[src/rtl/debounce_bank.sv]
// debounce_bank: multi-channel button conditioner.
// Each channel synchronises a raw button level, debounces it with a settle
// counter, produces registered press/release pulses and an optional
// typematic auto-repeat pulse train. Channels share no state.
module debounce_bank #(
    parameter int CHANNELS      = 8,
    parameter int CNT_W         = 10,
    parameter int ACTIVE_LOW    = 0,
    parameter int REPEAT_DELAY  = 12_000_000,
    parameter int REPEAT_PERIOD = 2_400_000
) (
    input  logic                clk,
    input  logic                reset,
    input  logic [CHANNELS-1:0] i_btn,
    input  logic [CHANNELS-1:0] i_repeat_en,
    output logic [CHANNELS-1:0] o_state,
    output logic [CHANNELS-1:0] o_ondn,
    output logic [CHANNELS-1:0] o_onup,
    output logic [CHANNELS-1:0] o_rpt,
    output logic [CHANNELS-1:0] o_strobe
);

    localparam int TMR_MAX = (REPEAT_DELAY > REPEAT_PERIOD) ? REPEAT_DELAY : REPEAT_PERIOD;
    localparam int TMR_W   = (TMR_MAX > 1) ? $clog2(TMR_MAX) : 1;

    // Raw level of a released button; the synchroniser resets to it.
    localparam logic IDLE_LVL = (ACTIVE_LOW != 0);

    localparam logic [TMR_W-1:0] DELAY_LAST  = TMR_W'(REPEAT_DELAY - 1);
    localparam logic [TMR_W-1:0] PERIOD_LAST = TMR_W'(REPEAT_PERIOD - 1);

    typedef enum logic [1:0] {
        ST_IDLE   = 2'd0,
        ST_DELAY  = 2'd1,
        ST_REPEAT = 2'd2
    } rpt_state_t;

    logic [CHANNELS-1:0] r_sync1;
    logic [CHANNELS-1:0] r_sync2;
    logic [CHANNELS-1:0] w_lvl;

    // Two-flop synchroniser for all raw button inputs.
    // NOTE: sequential state uses non-blocking assignments so every flop
    // samples pre-edge values; blocking here would collapse the two stages.
    always_ff @(posedge clk or posedge reset) begin
        if (reset) begin
            // NOTE: reset to the idle raw level, not to 0, so an active-low
            // bank does not see a phantom press right after reset.
            r_sync1 <= {CHANNELS{IDLE_LVL}};
            r_sync2 <= {CHANNELS{IDLE_LVL}};
        end else begin
            r_sync1 <= i_btn;
            r_sync2 <= r_sync1;
        end
    end

    // Normalise polarity: 1 = pressed from here on.
    assign w_lvl = r_sync2 ^ {CHANNELS{IDLE_LVL}};

    for (genvar g = 0; g < CHANNELS; g++) begin : g_ch
        logic [CNT_W-1:0] r_cnt;
        logic             r_state;
        logic             r_ondn;
        logic             r_onup;
        logic             r_rpt;
        rpt_state_t       r_fsm;
        rpt_state_t       w_nxt_fsm;
        logic [TMR_W-1:0] r_tmr;
        logic [TMR_W-1:0] w_nxt_tmr;
        logic             w_toggle;
        logic             w_press;
        logic             w_release;
        logic             w_fire;

        // A toggle happens when the level has disagreed for 2^CNT_W counts.
        assign w_toggle  = (w_lvl[g] != r_state) && (r_cnt == {CNT_W{1'b1}});
        assign w_press   = w_toggle & ~r_state;
        assign w_release = w_toggle &  r_state;

        // Settle counter, debounced level and registered edge pulses.
        always_ff @(posedge clk or posedge reset) begin
            if (reset) begin
                r_cnt   <= '0;
                r_state <= 1'b0;
                r_ondn  <= 1'b0;
                r_onup  <= 1'b0;
            end else begin
                r_ondn <= w_press;
                r_onup <= w_release;
                if (w_lvl[g] == r_state) begin
                    r_cnt <= '0;
                end else if (w_toggle) begin
                    r_cnt   <= '0;
                    r_state <= ~r_state;
                end else begin
                    r_cnt <= r_cnt + CNT_W'(1);
                end
            end
        end

        // Repeat FSM state register, timer and registered repeat pulse.
        always_ff @(posedge clk or posedge reset) begin
            if (reset) begin
                r_fsm <= ST_IDLE;
                r_tmr <= '0;
                r_rpt <= 1'b0;
            end else begin
                r_fsm <= w_nxt_fsm;
                r_tmr <= w_nxt_tmr;
                r_rpt <= w_fire;
            end
        end

        // Repeat FSM next-state and next-timer logic.
        always_comb begin
            // NOTE: defaults first so every path assigns every output and
            // no latch is inferred.
            w_nxt_fsm = r_fsm;
            w_nxt_tmr = r_tmr + TMR_W'(1);
            if (!i_repeat_en[g] || w_release) begin
                w_nxt_fsm = ST_IDLE;
                w_nxt_tmr = '0;
            end else begin
                case (r_fsm)
                    ST_IDLE: begin
                        w_nxt_tmr = '0;
                        if (w_press) begin
                            w_nxt_fsm = ST_DELAY;
                        end
                    end
                    ST_DELAY: begin
                        if (r_tmr == DELAY_LAST) begin
                            w_nxt_fsm = ST_REPEAT;
                            w_nxt_tmr = '0;
                        end
                    end
                    ST_REPEAT: begin
                        if (r_tmr == PERIOD_LAST) begin
                            w_nxt_tmr = '0;
                        end
                    end
                    default: begin
                        w_nxt_fsm = ST_IDLE;
                        w_nxt_tmr = '0;
                    end
                endcase
            end
        end

        // Repeat FSM output: fire when the current interval expires.
        always_comb begin
            w_fire = 1'b0;
            if (i_repeat_en[g] && !w_release) begin
                if ((r_fsm == ST_DELAY) && (r_tmr == DELAY_LAST)) begin
                    w_fire = 1'b1;
                end else if ((r_fsm == ST_REPEAT) && (r_tmr == PERIOD_LAST)) begin
                    w_fire = 1'b1;
                end
            end
        end

        assign o_state[g] = r_state;
        assign o_ondn[g]  = r_ondn;
        assign o_onup[g]  = r_onup;
        assign o_rpt[g]   = r_rpt;
    end

    // Press and repeat pulses never coincide, so this is one pulse per event.
    assign o_strobe = o_ondn | o_rpt;

endmodule

[config.mk]
export PLATFORM = sky130hd
export DESIGN_NAME = debounce_bank
export DESIGN_NICKNAME = d
export VERILOG_FILES = /design/src/rtl/debounce_bank.sv
export SDC_FILE = /design/constraint.sdc
export NUM_CORES = 1
export LEC_CHECK = 0
export ABC_CLOCK_PERIOD_IN_PS = 19950
export BUFFER_PORTS_ARGS = -buffer_cell sky130_fd_sc_hd__buf_2
export CAP_MARGIN = 20
export CORE_ASPECT_RATIO = 1.2
export CORE_MARGIN = 2
export CORE_UTILIZATION = 67
export DETAILED_ROUTE_END_ITERATION = 7
export PLACE_DENSITY_LB_ADDON = 0.3
export SKIP_CTS_REPAIR_TIMING = 1
export SLEW_MARGIN = 40
export SYNTH_ARGS = -nofsm -noshare
export SYNTH_HDL_FRONTEND = slang
export SYNTH_SLANG_ARGS = --single-unit
[constraint.sdc]
create_clock -name clk -period 19.95 [get_ports clk]
set_input_delay 0.9975 -clock clk [delete_from_list [all_inputs] [get_ports clk]]
set_output_delay 0.9975 -clock clk [all_outputs]
set_load 0.005 [all_outputs]
==> flow_summary.toml <==
[placed_design]
hpwl_um = 19700
place_inst = 1991
port_buffers = 57
place_congestion = 0.822

[global_route]
antenna_found_initial = 0
grt_pass1_wl_um = 52900
gr-usage-all-layers_pct = 23.8
grt_max_degree = 144
grt_pass1_vias = 11658
grt_overflow = 0

[yosys]
syn_nets = 1741
netlist_instances = 1673
synth_area_mm2 = 0.0168
ys_warn_count = 0
synth.avg_cell_area_um2 = 10.0
ys_seq_elements = 336
synthArstFlopShare_pct = 100
seq_area_frac_synth_pct = 50.1
ys_types = 47
synth_ff_type = "dfrtp_1"
synth-edff-count = 0

[job]
maxCapViolCount = 0

[power]
powerDensity_mw_per_mm2 = 77.1
irDropWorstVdd_mv = 0.0610
leakage_nw = 7.79
total_power_w = 0.00142

[drt]
drt_iter0_markers = 707
wl_per_cell_um = 14.9
routed_wl_um = 30700
drc_errors = 0
dr.pass1.iters = 5
drt-vias-per-instance = 5.73
antenna_left = 0
vias = 11784

[timing]
worst_pin_slew_ns = 0.787
hold_viol = 0
max_freq_ghz = 0.407
period_share_pct = 12.3
slew_headroom_pct = 47.1
final-max-slew-violation-count = 0
tns_ns = 0
grt_setup_unrepaired = "no"
setup_violations = 0
clock_skew_ns = 0.0180
fin_crit_ns = 2.46

[clock_tree]
cts_buffers = 37
cts_max_path_buffers = 3
cts-root-buf = "clkbuf_16"
htreeDepth = 2
clock_latency_ns = 0.52
clkTransAtPathRegs_ns = 0.06
cts_tree = "built"
clkSinkCount = 336

[final_layout]
final_common_cell = "dfrtp_1"
layout_common_cells = "336 x dfrtp_1, 301 x nor2_1, 134 x xor2_1"
drive_above_1_share_pct = 8.43
nets = 1773
synthToLayoutAreaGrowth_pct = 9.37
utilization_pct = 74.4
nFillCells = 1668
diodes = 0
final-instance-count-excl-fill = 2056

[setup_path]
crit_buf_inv = 0
cp_max_fo = 24
cp_slowest_cell = "o211ai_4"
path_class = "reg -> reg"
cp.required_ns = 20.31
reg2reg_slack_ns = 17.49
start_kind = "flip-flop"
cp_cell_sequence = "ha_1 -> nand2_1 -> or4_1 -> o31a_1 -> o211ai_4 -> nor2_1"
endpoint_kind = "flip-flop"
crit_arrival_ns = 2.82
worst_path_largest_cell_delay_ns = 0.59
cp_top_family = "compound AO/OA/AOI/OAI gates"

[die]
initial_utilization_pct = 68.0
core-area_mm2 = 0.0247
pin_count = 58
die_height_um = 177
die_x_um = 148
die-area_mm2 = 0.0263
rows = 63

[min_path]
hp-class = "reg -> reg"

[run_status]
status = "complete, no violations"
[final timing paths]
path | from | endpoint | cells after the start
min in group asynchronous | reset | g_ch[4].r_onup | 2
max | g_ch[4].r_tmr[0] | g_ch[4].r_tmr[0] | 6
max reg2reg | g_ch[4].r_tmr[0] | g_ch[4].r_tmr[0] | 6
min | r_sync1[4] | r_sync2[4] | 0
max in group asynchronous | reset | g_ch[7].r_tmr[19] | 4
min reg2reg | r_sync1[4] | r_sync2[4] | 0
[metal layers]
| layer | up-vias | wire length (µm) | global-route usage [%] |
|---|---|---|---|
| met1 | 5833 | 13700 | 31.1 |
| li1 | 5736 | - | - |
| met4 | 0 | 572 | 6.59 |
| met2 | 159 | 15500 | 41.7 |
| met3 | 56 | 883 | 3.39 |
| met5 | - | 0 | 0 |
[synth_stat cells (all sizes together), types with 17 or more instances]
cell	number	area, µm²
dfrtp	336	8410
ha	50	626
clkbuf	17	63.8
nor2	301	1130
buf	50	385
nand4	67	419
and4	40	350
xor2	134	1170
and2	20	125
nand4b	17	149
nand3	106	531
nor3	34	170
o211ai	24	255
nor2b	17	106
nand2	105	394
and3	33	206
xnor2	105	920
inv	72	270
[where the power goes]
part | internal, W | total [W] | switching, W
Clock | 0.000424 | 0.000695 | 0.000271
Combinational | 0.00000695 | 0.0000285 | 0.0000216
Sequential | 0.000687 | 0.000693 | 0.00000540
[stage by stage]
stage | worst slack [ns] | area [µm²] | hold WS (ns)
finish | 17.49 | 18400 | 0.346
global route | 17.24 | 18400 | 0.356
CTS | 17.49 | 18400 | 0.347
detailed placement | 16.95 | 17100 | 0.335
global placement | 16.55 | 17100 | 0.333
floorplan | 9.64 | 16800 | 0.331
[sequential cells by signal (all words and copies together), names as in the netlist]
| register | flops |
|---|---|
| g_ch.r_cnt | 80 |
| g_ch.r_onup | 8 |
| g_ch.r_tmr | 192 |
| g_ch.r_ondn | 8 |
| g_ch.r_rpt | 8 |
| g_ch.r_fsm | 16 |
| r_sync1 | 8 |
| g_ch.r_state | 8 |
| r_sync2 | 8 |
[kinds of logic after synthesis]
family          count (synthesis)  synth area share, %
buf+inv                       139                 4.29
xor+xnor                      239                 12.5
compound gates                 83                 4.00
simple gates                  818                 24.9
fa+ha+maj                      50                 3.73
flops                         336                 50.1
mux                             8                0.537
[cell type report]
type	instances	area (µm²)	share of cell area [%]
Timing Repair Buffer	60	315	1.72
Tap cell	325	407	2.21
Inverter	72	283	1.54
Sequential cell	336	8410	45.8
Multi-Input combinational cell	1198	7700	41.9
Clock inverter	16	193	1.05
Clock buffer	49	1050	5.74
No activity file was read; power rests on OpenSTA's default activity.
